`src/rtl/mux_scan_ctrl.sv`:
```
// Scan controller for a registered 4:1 mux stage: visits each enabled channel in ascending order and captures its bit.
// Latency: 1 + popcount(mask)*(2+SETTLE) cycles from start accept to the done pulse.
// Backpressure: none; start is accepted only in IDLE and ignored otherwise.
//
// Ports:
//   clk      system clock, rising edge
//   resetn   synchronous reset, active HIGH (name kept from the codebase)
//   start    scan request, accepted only in IDLE
//   mask     channel enables, latched on accept
//   q_in     registered output of the mux stage
//   sel      registered channel select to the mux stage
//   busy     high during DRIVE/WAIT/CAPTURE
//   done     one-cycle pulse on scan completion
//   result   captured bits, bit k = channel k, unmasked bits read 0
module mux_scan_ctrl #(
    parameter int SETTLE = 0
) (
    input  logic       clk,
    input  logic       resetn,
    input  logic       start,
    input  logic [3:0] mask,
    input  logic       q_in,
    output logic [1:0] sel,
    output logic       busy,
    output logic       done,
    output logic [3:0] result
);

    typedef enum logic [2:0] {
        S_IDLE,
        S_DRIVE,
        S_WAIT,
        S_CAPTURE,
        S_DONE
    } state_t;

    // WAIT counter reload; clamped so SETTLE=0 does not underflow (WAIT is skipped then).
    localparam logic [3:0] SETTLE_M1 = (SETTLE > 0) ? 4'(SETTLE - 1) : 4'd0;

    state_t     state_q, state_d;
    logic [3:0] mask_q, mask_d;
    logic [3:0] result_q, result_d;
    logic [3:0] cnt_q, cnt_d;
    logic [1:0] sel_q, sel_d;
    logic       busy_q, busy_d;
    logic       done_q, done_d;

    logic [2:0] first_ch;
    logic [2:0] next_ch;

    // Lowest enabled channel with index >= from. Returns {found, index}.
    function automatic logic [2:0] find_ch(input logic [3:0] m, input logic [2:0] from);
        logic [2:0] r;
        r = 3'b000;
        for (int k = 3; k >= 0; k--) begin
            if (m[k] && (3'(k) >= from)) begin
                r = {1'b1, 2'(k)};
            end
        end
        return r;
    endfunction

    always_comb begin
        state_d  = state_q;
        mask_d   = mask_q;
        result_d = result_q;
        cnt_d    = cnt_q;
        sel_d    = sel_q;
        first_ch = find_ch(mask, 3'd0);
        next_ch  = find_ch(mask_q, {1'b0, sel_q} + 3'd1);

        case (state_q)
            S_IDLE: begin
                if (start) begin
                    mask_d   = mask;
                    result_d = 4'd0;
                    if (first_ch[2]) begin
                        sel_d   = first_ch[1:0];
                        state_d = S_DRIVE;
                    end else begin
                        state_d = S_DONE;
                    end
                end
            end
            S_DRIVE: begin
                if (SETTLE > 0) begin
                    cnt_d   = SETTLE_M1;
                    state_d = S_WAIT;
                end else begin
                    state_d = S_CAPTURE;
                end
            end
            S_WAIT: begin
                if (cnt_q == 4'd0) begin
                    state_d = S_CAPTURE;
                end else begin
                    cnt_d = cnt_q - 4'd1;
                end
            end
            S_CAPTURE: begin
                // The mux register has held channel sel_q's bit since the cycle after DRIVE.
                result_d[sel_q] = q_in;
                if (next_ch[2]) begin
                    sel_d   = next_ch[1:0];
                    state_d = S_DRIVE;
                end else begin
                    state_d = S_DONE;
                end
            end
            S_DONE: begin
                state_d = S_IDLE;
            end
            default: begin
                state_d = S_IDLE;
            end
        endcase

        // Status outputs are registered copies of the upcoming state.
        busy_d = (state_d == S_DRIVE) || (state_d == S_WAIT) || (state_d == S_CAPTURE);
        done_d = (state_d == S_DONE);
    end

    always_ff @(posedge clk) begin
        if (resetn) begin
            state_q  <= S_IDLE;
            mask_q   <= 4'd0;
            result_q <= 4'd0;
            cnt_q    <= 4'd0;
            sel_q    <= 2'd0;
            busy_q   <= 1'b0;
            done_q   <= 1'b0;
        end else begin
            state_q  <= state_d;
            mask_q   <= mask_d;
            result_q <= result_d;
            cnt_q    <= cnt_d;
            sel_q    <= sel_d;
            busy_q   <= busy_d;
            done_q   <= done_d;
        end
    end

    assign sel    = sel_q;
    assign busy   = busy_q;
    assign done   = done_q;
    assign result = result_q;

endmodule

```
`config.mk`:
```
export PLATFORM = sky130hd
export DESIGN_NAME = mux_scan_ctrl
export DESIGN_NICKNAME = d
export VERILOG_FILES = /design/src/rtl/mux_scan_ctrl.sv
export SDC_FILE = /design/constraint.sdc
export NUM_CORES = 1
export LEC_CHECK = 0
export ABC_AREA = 1
export ABC_CLOCK_PERIOD_IN_PS = 2300
export CAP_MARGIN = 20
export CORE_MARGIN = 4
export CORE_UTILIZATION = 45
export DETAILED_ROUTE_END_ITERATION = 12
export DONT_BUFFER_PORTS = 1
export RECOVER_POWER = 50
export SLEW_MARGIN = 20
export SYNTH_ARGS = -nofsm -noshare
export SYNTH_HDL_FRONTEND = slang
export SYNTH_SLANG_ARGS = --single-unit
```
`constraint.sdc`:
```
create_clock -name clk -period 2.3 [get_ports clk]
set_input_delay 0.115 -clock clk [delete_from_list [all_inputs] [get_ports clk]]
set_output_delay 0.115 -clock clk [all_outputs]
set_load 0.02 [all_outputs]
```
Word level (Yosys, flattened, before mapping). Index checks and enable logic that the tools add are counted. W data, S select, Z words.

Input port bits: 8. Word-level logic and storage cells: 62. Bits in registers: 19.

Muxes and demuxes: 22. Equal/unequal tests: 10. Bitwise gates (word level): 1. Order comparisons: 6. Reduce and logical (&&, ||, !) cells: 14. $add $sub $neg: 2.

Operators with widths (number): $mux W3 (12); $eq A3 B2 Y1 const B (4); $pmux W3 S4 (1); $pmux W4 S2 (1); $eq A3 B1 Y1 const B (2); $ge A1 B3 Y1 const A (2); $ge A2 B3 Y1 const A (2); $mux W2 (3); $ne A2 B2 Y1 const B (3); $reduce_and A2 Y1 (3); $logic_and A1 B1 Y1 (5); $bwmux W4 (1); $logic_not A4 Y1 (1); $mux W4 (1); $pmux W2 S2 (1); $reduce_and A4 Y1 (1); $sub A4 B1 Y4 const B (1); $add A2 B1 Y3 const B (1); $eq A3 B3 Y1 const B (1); $logic_not A3 Y1 (1); $lt A2 B3 Y1 const B (1); $demux W1 S2 (1); $ge A2 B1 Y1 const B (1); $logic_or A1 B1 Y1 (2); 3 further kinds (3).

Longest topological paths before layout. Gate-level depths: netlist of run 1.

Word-level depth: 12. Depth in mapped cells: 9.

Least setup slack after synthesis of run 1. Ideal clock, no wire load.

Path type: register to register. From: reg sel_q[1], in the netlist sel[1]. To: reg busy_q, in the netlist busy. Data required time: 2190 ps. Buffers on the path: 0. Clock period less this slack: 1198 ps. Arrival time: 1088 ps. Library setup time: 110 ps. Cell stages (with the launch flop): 10. Path slack: 1102 ps. Path through: dfxtp_1 > nand2_1 > nand2_1 > nand2_1 > inv_1 > nand2_1 > nand2_1 > nand3_1 > nand2_1 > inv_1.

Word-level cells in the longest chain between the ends: 12.

Ends and longest elaborated chain: from (decl) (line 44) `logic [1:0] sel_q, sel_d;`; from (signal assigned) (line 137) `sel_q <= sel_d;`; $add A2 B1 Y3 * (line 70) `next_ch = find_ch(mask_q, {1'b0, sel_q} + 3'd1);`; $ge A2 B3 Y1 (line 56) `if (m[k] && (3'(k) >= from)) begin`; $logic_and A1 B1 Y1 (line 56); $mux W3 (3 in series) (line 56); $mux W3 * (line 56); $mux W3 * (line 103) `if (next_ch[2]) begin`; $pmux W3 S4 * (line 72) `case (state_q)`; $eq A3 B1 Y1 / $eq A3 B2 Y1 (equally long branches) (line 119) `busy_d = (state_d == S_DRIVE) || (state_d == S_WAIT) || (state_d == S_CAPTURE);`; $logic_or A1 B1 Y1 (line 119); $logic_or A1 B1 Y1 * (line 119); to (signal assigned) (line 138) `busy_q <= busy_d;`; to (decl) (line 45) `logic busy_q, busy_d;`.

Mark *: on every way between the ends. The rest lies on a longest branch, timed or not. A chain may end at the register's enable or synchronous reset.

Worst setup path after layout of run 1.
From: reg state_q[0]. To: reg sel_q[0], in the netlist sel[0].

Word-level cells in the longest chain between the ends: 3.

Ends and longest elaborated chain: from (decl) (line 40) `state_t state_q, state_d;`; from (signal assigned) (line 133) `state_q <= state_d;`; $eq A3 B2 Y1 / $logic_not A3 Y1 (equally long branches) (line 72); $ne A2 B2 Y1 (no source line) / $reduce_bool A2 Y1 (equally long branches); $reduce_and A4 Y1 (no source line).

Parallel ways exist; a longest one is shown, timed or not.

==> flow_summary.json, run 1 <==
{
  "r2r_start": "state_q[0]",
  "drc_errors": 0,
  "power_leakage_uw": 0.0004540,
  "antenna_found_initial": 0,
  "ys_seq_area_share_pct": 39.02,
  "ys_warn_count": 0,
  "coreArea_sq_um": 1962,
  "synth_cells": 140,
  "fin_crit_ns": 1.420,
  "track_usage_pct": 16.22,
  "arrival_ns": 1.62,
  "fillers": 222,
  "num_rows": 16,
  "cts_made_buffers": 3,
  "syn_to_final_growth_pct": 10.03,
  "cp-end-kind": "register",
  "peakVddDrop_mv": 0.4093,
  "post_cts_buffers": 0,
  "rrSetupSlack_ns": 0.88,
  "worst_pin_slew_ns": 0.3452,
  "dr_wl_met3_microns": 62,
  "run_status": "complete, no violations",
  "period_share_pct": 61.75,
  "grt_max_degree": 11,
  "slew_viol_final": 0,
  "timing.rr.end": "sel[0]",
  "fin_ws_ns": 0.8797,
  "ios": 16,
  "holdWs_ns": 0.06118,
  "slew_headroom_pct": 76.91,
  "grt_remaining_overflow": 0,
  "layout-drive-gt1-share_pct": 8.163,
  "p_per_area_nw_per_um2": 794.7,
  "drt_wl_total_microns": 1816,
  "die-area_sq_um": 2841,
  "place.gp.congestion": 0.8310,
  "ctsResizeCount": 0,
  "clk_latency_ns": 0.29,
  "holdPathStages": 4,
  "clock-sinks": 18,
  "dp_hpwl_microns": 1405,
  "hold_viol_final": 0,
  "final_util_pct": 51.79,
  "post-place-ws_ns": 0.9427,
  "dieWidth_microns": 53.30,
  "seqCellArea_sq_um": 360.3,
  "fin_skew_ns": 0.002359,
  "wl_met2_microns": 853,
  "fin_setup_tns_ns": 0,
  "vias": 821,
  "wl_met1_microns": 865,
  "grt_pass1_vias": 825,
  "syn_nets": 149,
  "cp-start-kind": "register",
  "synth_area_per_cell_sq_um": 6.596,
  "rsz0062_at_grt": "false",
  "root_buffer": "clkbuf_4",
  "cts.clk_slew.worst_paths_ns": 0.11,
  "cts.path.max_buffers": 2,
  "viasPerCell": 4.718,
  "grt_pass1_wl_microns": 3394,
  "h-tree-depth": 1,
  "worstHoldEndpoint": "result[2]",
  "firstDrtPassIters": 4,
  "cp_max_fo": 7,
  "min_from": "q_in",
  "antenna_cells": 0,
  "highest_layer": "met4",
  "crit_type": "register to register",
  "start_util_pct": 47.07,
  "critPathRequiredTime_ns": 2.50,
  "ys_types": 18,
  "ys_seq_elements": 18,
  "rr_worst_depth": 9,
  "drv_cap": 0,
  "cts_tree": "done",
  "hp-class": "primary input to register",
  "portBuffers": 0,
  "setup_viol": 0,
  "syn_area_sq_um": 923.4,
  "final_nets": 157,
  "multi_input_area_sq_um": 455.4,
  "die_height_microns": 53.30,
  "fmax_ghz": 0.7041,
  "drtIter0Drc": 20,
  "final_antenna_net_count": 0,
  "wl_per_cell_microns": 10.44
}
-- area by class of cell --
type                    count  share of cell area (%)
inverters                  24                   8.867
repair buffers              4                   3.941
clock buffers               4                   3.571
multi-input cells          97                   44.83
well taps                  27                   3.325
flip-flops and latches     18                   35.47
-- sequential cells by signal (all words and copies together), names as in the netlist --
name	cells
cnt_q	4
sel	2
busy	1
result	4
done	1
state_q	3
mask_q	3
-- stage by stage --
stage | total power, uW | cell area (sq um) | instances
5_1_grt | 882.1 | 1016 | 174
6_report | 807.4 | 1016 | 174
4_1_cts | 822.6 | 1028 | 174
3_3_place_gp | 613.8 | 952.2 | 166
3_5_place_dp | 615.0 | 952.2 | 166
2_1_floorplan | 577.6 | 923.4 | 140
-- where the power goes --
| group | leakage (uW) | total, uW | switching, uW | internal, uW |
|---|---|---|---|---|
| sequential | 0.000147 | 396 | 49.2 | 347 |
| combinational | 0.000286 | 212 | 138 | 74.1 |
| clock | 0.0000210 | 199 | 103 | 96.5 |
-- worst max path at each step --
stage,from,end,slack (ns),cells past startpoint
6_report,state_q[0],sel[0],0.88,9
3_3_place_gp,sel[1],busy,0.95,9
5_1_grt,state_q[0],sel[1],0.67,9
2_1_floorplan,sel[1],busy,1.10,9
4_1_cts,sel[1],busy,0.93,9
3_5_place_dp,sel[1],busy,0.94,9
-- cell usage after synthesis, drive strengths merged --
cell    number  area share (%)
a21oi       12             6.5
nor2        21              12
ha           1             1.4
o21ai       10             5.4
dfxtp       18              39
inv         23             9.4
xor2         1            0.95
nand2       42              19
clkinv       1            0.41
clkbuf       1            0.54
nand3       10             6.0
-- critical path: stages (launching register included) --
cell and delay [ns]:
dfxtp_1 0.40, nand2_2 0.06, nor2_1 0.27, inv_2 0.14, nand2_4 0.12, nand2_4 0.06, nor2_4 0.10, nand2_1 0.06
nand2_1 0.06, nor2_1 0.04
-- cells by family (layout without fill, tap and decap cells) --
kind of cell / count (synthesis) / count (layout) / share of synthesized area, %
buf+inv: 25 / 32 / 10.30
compound gates: 22 / 22 / 11.92
xor+xnor: 1 / 1 / 0.9487
flops: 18 / 18 / 39.02
simple gates: 73 / 73 / 36.45
fa+ha+maj: 1 / 1 / 1.355
-- routing by layer --
layer,vias up,global-route usage (%)
met2,15,26.73
met5,-,0
met1,356,19.93
li1,445,-
met4,0,7.660
met3,5,3.099
-- timing repair --
action | 4_1_cts | 5_1_grt
hold buffers | 4 | 0
endpoints found under the hold margin | 12 | 0
endpoints found under the setup margin | 0 | 0
-- cells in the final DEF (no fill, tap or decap), drive strengths merged --
master,instances
nand2,42
inv,23
nor2,21
dfxtp,18
a21oi,12
nand3,10
o21ai,10
dlygate4sd3,4
clkbuf,4
clkinv,1
xor2,1
ha,1
(Power assumes the default switching activity.)
==> inputs of run 2 (changes only) <==
--- a/config.mk
+++ b/config.mk
@@ -6,7 +6,7 @@
 export NUM_CORES = 1
 export LEC_CHECK = 0
 export ABC_AREA = 1
-export ABC_CLOCK_PERIOD_IN_PS = 2300
+export ABC_CLOCK_PERIOD_IN_PS = 1300
 export CAP_MARGIN = 20
 export CORE_MARGIN = 4
 export CORE_UTILIZATION = 45
==> constraint.sdc (replaced) <==
create_clock -name clk -period 1.3 [get_ports clk]
set_input_delay 0.065 -clock clk [delete_from_list [all_inputs] [get_ports clk]]
set_output_delay 0.065 -clock clk [all_outputs]
set_load 0.02 [all_outputs]
==> run 2 against run 1 <==
  * Final cell count rose by 1.1%
  * Register-to-register slack worse by 0.77 ns
  * Combinational power grew 120%
  * Sequential share of layout area is 1.2 points lower
  * Global-route usage shrank 0.12 points
  * Non-clock buffer count increased by 3
  * Critical endpoint is now cnt_q[2]
==> flow_summary.json, run 2 (synthesized netlist as in run 1, its figures left out) <==
{
  "fmax_ghz": 0.8390,
  "cp-end-kind": "register",
  "num_rows": 16,
  "critPathRequiredTime_ns": 1.49,
  "rrSetupSlack_ns": 0.11,
  "ios": 16,
  "worst_pin_slew_ns": 0.3266,
  "period_share_pct": 91.69,
  "holdPathStages": 4,
  "grtUsageMet2_pct": 26.33,
  "clock-sinks": 18,
  "stdcell_area_sq_um": 1080,
  "met1_usage_pct": 19.43,
  "die_height_microns": 53.30,
  "final_util_pct": 55.04,
  "h-tree-depth": 1,
  "viasPerCell": 4.778,
  "hold_viol_final": 0,
  "firstDrtPassIters": 4,
  "wl_per_cell_microns": 10.66,
  "fin_skew_ns": 0.003236,
  "vias": 841,
  "portBuffers": 0,
  "layout-drive-gt1-share_pct": 20.13,
  "grt_remaining_overflow": 0,
  "rsz0062_at_grt": "false",
  "top_usage_layer": "met2",
  "peakVddDrop_mv": 0.6451,
  "dieWidth_microns": 53.30,
  "power_leakage_uw": 0.0004756,
  "fin_cells": 176,
  "cts_made_buffers": 3,
  "track_usage_pct": 16.10,
  "drv_cap": 0,
  "coreArea_sq_um": 1962,
  "rr_worst_depth": 8,
  "clk_latency_ns": 0.29,
  "slew_viol_final": 0,
  "slew_headroom_pct": 78.15,
  "timing.rr.end": "cnt_q[2]",
  "clock_power_share_pct": 19.2,
  "p_sw_uw": 521.5,
  "post_cts_buffers": 0,
  "grt_pass1_wl_microns": 3298,
  "dp_hpwl_microns": 1421,
  "grt_pass1_vias": 793,
  "p_comb_share_pct": 32.3,
  "power.total_uw": 1422,
  "drt_wl_total_microns": 1876,
  "cp-start-kind": "register",
  "hp-class": "primary input to register",
  "crit_type": "register to register",
  "worstHoldEndpoint": "result[1]",
  "power.internal_uw": 900.4,
  "final_nets": 160,
  "seqPwrFrac_pct": 48.5,
  "final_cell_mix": "nand2_1 (39), inv_1 (19), nor2_1 (14), a21oi_1 (12), dfxtp_1 (12)",
  "fin_crit_ns": 1.192,
  "final_common_cell": "nand2_1",
  "start_util_pct": 47.07,
  "final_antenna_net_count": 0,
  "switching_share_pct": 36.68,
  "place.gp.congestion": 0.7717,
  "run_status": "complete, no violations",
  "grt_max_degree": 10,
  "drtIter0Drc": 12,
  "met3_usage_pct": 3.099,
  "antenna_cells": 0,
  "drc_errors": 0,
  "syn_to_final_growth_pct": 16.94,
  "arrival_ns": 1.38,
  "cts.clk_slew.worst_paths_ns": 0.10,
  "placed_cell_area_sq_um": 974.7,
  "cts_tree": "done",
  "r2r_start": "cnt_q[1]",
  "dp.cells": 169,
  "die-area_sq_um": 2841,
  "antenna_found_initial": 0,
  "root_buffer": "clkbuf_4",
  "cp_max_fo": 7,
  "cts.path.max_buffers": 2,
  "setup_viol": 0,
  "p_per_area_nw_per_um2": 1317,
  "min_from": "q_in"
}
-- run 2: worst max-delay path, stage by stage (launching register included) --
cell     delay (ns)
dfxtp_2        0.33
inv_1          0.07
ha_4           0.17
nand3_2        0.07
inv_1          0.06
nor2_4         0.19
nand3_2        0.08
nand2_1        0.07
a21oi_1        0.05
-- run 2: what timing repair did --
| action | in CTS | in global routing |
|---|---|---|
| hold buffers | 4 | 0 |
| hold endpoints to repair | 12 | 0 |
| pin swaps | 0 | 2 |
| gates resized for setup | 1 | 15 |
| setup endpoints to repair | 4 | 12 |
-- run 2: per-stage QoR --
step | hold slack, ns | setup TNS [ns] | setup WS [ns]
2_1_floorplan | 0.2137 | 0 | 0.1015
3_3_place_gp | 0.1356 | 0 | 0.01010
3_5_place_dp | 0.1375 | -0.03915 | -0.02443
4_1_cts | 0.01118 | 0 | 0.02143
5_1_grt | 0.03776 | 0 | 0.0009288
6_report | 0.02256 | 0 | 0.1081
-- run 2: how the worst max path moves through the flow --
stage | endpoint | cells after the start | from | slack, ns
6_report | cnt_q[2] | 8 | cnt_q[1] | 0.11
5_1_grt | sel[1] | 9 | state_q[1] | 0.0009
4_1_cts | cnt_q[3] | 8 | cnt_q[0] | 0.02
3_5_place_dp | cnt_q[2] | 8 | cnt_q[0] | -0.02
3_3_place_gp | cnt_q[2] | 8 | cnt_q[0] | 0.01
2_1_floorplan | busy | 9 | sel[1] | 0.10
-- run 2: final cells by class --
| class | instances | area (sq um) |
|---|---|---|
| clock buffer | 3 | 22.52 |
| fill | 222 | 882.1 |
| inverter | 24 | 90.09 |
| multi-input combinational | 97 | 500.5 |
| sequential | 18 | 370.4 |
| tap | 27 | 33.78 |
| timing repair buffer | 7 | 62.56 |
-- run 2: power groups by stage --
stage                     Combinational (uW)  Sequential (uW)  Clock [uW]
after detailed placement                 438              689           0
after floorplan                          319              702           0
after global routing                     527              700         304
final                                    459              690         273
after global placement                   435              688           0
after CTS                                455              677         285
-- run 2: routing by layer --
layer	vias to the layer above	share of wire [%]	wire [microns]
li1	452	-	-
met1	375	44	833
met2	10	50	942
met3	4	3.6	67
met4	0	1.8	33
met5	-	0	0
==> inputs of run 3 (changes only) <==
--- a/config.mk
+++ b/config.mk
@@ -8,6 +8,7 @@
 export ABC_AREA = 1
 export ABC_CLOCK_PERIOD_IN_PS = 1300
 export CAP_MARGIN = 20
+export CORE_ASPECT_RATIO = 0.75
 export CORE_MARGIN = 4
 export CORE_UTILIZATION = 45
 export DETAILED_ROUTE_END_ITERATION = 12
==> run 3 against run 2 <==
  * Via count is 2.0% lower
  * Hold slack worse by 0.014 ns
  * Critical path depth stayed put
  * Clock skew is 0.0012 ns higher
  * Largest cell class unchanged
  * Highest routed layer unchanged
==> flow_summary.json, run 3 (synthesized netlist as in run 1, its figures left out) <==
{
  "arrival_ns": 1.40,
  "drt_wl_total_microns": 1938,
  "critical_path.top_delay_family": "flip-flops",
  "period_share_pct": 93.91,
  "slew_viol_final": 0,
  "cpMaxStageDelayCell": "dfxtp_2",
  "p_comb_share_pct": 31.5,
  "die-area_sq_um": 2848,
  "dieWidth_microns": 60.31,
  "syn_to_final_growth_pct": 18.56,
  "worst-path-buf-inv": 3,
  "power.internal_uw": 962.9,
  "track_usage_pct": 15.87,
  "wl_per_cell_microns": 11.20,
  "critPathRequiredTime_ns": 1.48,
  "grt_max_degree": 11,
  "vias": 824,
  "cp_cell_sequence": "inv_1 -> ha_4 -> nand3_2 -> inv_1 -> nor2_4 -> inv_2 -> nand2_1 -> a21oi_2",
  "start_util_pct": 50.24,
  "num_rows": 13,
  "place.gp.congestion": 0.8253,
  "fin_ws_ns": 0.07921,
  "clock_power_share_pct": 23.6,
  "drtIter0Drc": 39,
  "cp-start-kind": "register",
  "dp_hpwl_microns": 1448,
  "grt_pass1_wl_microns": 3243,
  "seqPwrFrac_pct": 44.9,
  "root_buffer": "clkbuf_4",
  "final_cell_mix": "nand2_1 (38), inv_1 (19), nor2_1 (15), dfxtp_1 (14), a21oi_1 (11)",
  "final_antenna_net_count": 0,
  "final_nets": 161,
  "drc_errors": 0,
  "cp_slowest_stage_delay_ns": 0.34,
  "p_per_area_nw_per_um2": 1375,
  "antenna_cells": 0,
  "stdcell_area_sq_um": 1095,
  "grt_pass1_vias": 748,
  "fin_crit_ns": 1.221,
  "cts.path.max_buffers": 2,
  "cts_made_buffers": 3,
  "hold_viol_final": 0,
  "placed_cell_area_sq_um": 968.4,
  "slew_headroom_pct": 74.11,
  "antenna_found_initial": 0,
  "post-place-ws_ns": -0.01479,
  "switching_share_pct": 36.02,
  "ios": 16,
  "rsz0062_at_grt": "true",
  "clk_latency_ns": 0.30,
  "peakVddDrop_mv": 1.071,
  "cts_tree": "done",
  "clock-sinks": 18,
  "final_common_cell": "nand2_1",
  "drv_cap": 0,
  "p_sw_uw": 542.1,
  "setup_viol": 0,
  "run_status": "complete, no violations",
  "fin_skew_ns": 0.004419,
  "layout-drive-gt1-share_pct": 19.87,
  "hp-class": "primary input to register",
  "h-tree-depth": 1,
  "portBuffers": 0,
  "cp-end-kind": "register",
  "coreArea_sq_um": 1838,
  "worst_pin_slew_ns": 0.3871,
  "cts.clk_slew.worst_paths_ns": 0.11,
  "firstDrtPassIters": 4,
  "cp_max_fo": 7,
  "grt_remaining_overflow": 0,
  "die_height_microns": 47.23,
  "crit_type": "register to register",
  "path_common_cell": "inv_1",
  "viasPerCell": 4.763,
  "final_util_pct": 59.56,
  "power_leakage_uw": 0.0004826,
  "fmax_ghz": 0.8191
}
[run 3: changes by cell type in the layout (fill, tap and decap cells not counted), sizes merged]
cell and delta:
clkbuf +2
[run 3: per-stage QoR]
stage	std cells	power (uW)	setup TNS, ns	hold slack [ns]
floorplan	140	1022	0	0.2137
global placement	164	1131	-0.003392	0.1359
detailed placement	164	1128	-0.02988	0.1378
CTS	172	1505	0	0.00007327
global route	173	1609	-0.02467	0.02976
finish	173	1505	0	0.008158
[run 3: power groups by stage]
stage / sequential [uW] / clock, uW / combinational (uW)
2_1_floorplan: 702 / 0 / 319
3_3_place_gp: 684 / 0 / 448
3_5_place_dp: 685 / 0 / 443
4_1_cts: 672 / 370 / 463
5_1_grt: 684 / 387 / 538
6_report: 676 / 355 / 475
[run 3: metal layers]
| layer | vias to the layer above | GRT usage (%) | routed length [microns] |
|---|---|---|---|
| met4 | 0 | 3.982 | 13 |
| met3 | 2 | 6.593 | 110 |
| li1 | 457 | - | - |
| met5 | - | 0 | 0 |
| met2 | 15 | 21.12 | 755 |
| met1 | 350 | 23.18 | 1058 |
[run 3: worst min-delay path: cells and delay by family]
family | cells | cell delay, ns
AOI/OAI and AO/OA | 1 | 0.06
and+or+nand+nor | 2 | 0.10
buffers and inverters | 1 | 0.05
[run 3: layout make-up]
type | count | area [sq um]
Multi-Input combinational cell | 97 | 504.2
Fill cell | 170 | 743.2
Clock buffer | 4 | 36.28
Tap cell | 22 | 27.53
Inverter | 24 | 92.59
Sequential cell | 18 | 367.9
Timing Repair Buffer | 8 | 66.31
[run 3: timing repair]
action	4_1_cts	5_1_grt
setup buffers	0	1
gates resized for setup	1	15
pin swaps	0	4
hold buffers	4	0
cloned	0	0
endpoints found under the hold margin	12	0
endpoints found under the setup margin	3	10
[run 3: final timing paths]
check	startpoint	end	slack, ns	depth (start not counted)
setup / recovery	cnt_q[1]	cnt_q[0]	0.08	8
hold / removal	q_in	result[1]	0.008	4
setup reg to reg	cnt_q[1]	cnt_q[0]	0.08	8
hold reg to reg	cnt_q[3]	cnt_q[3]	0.47	2
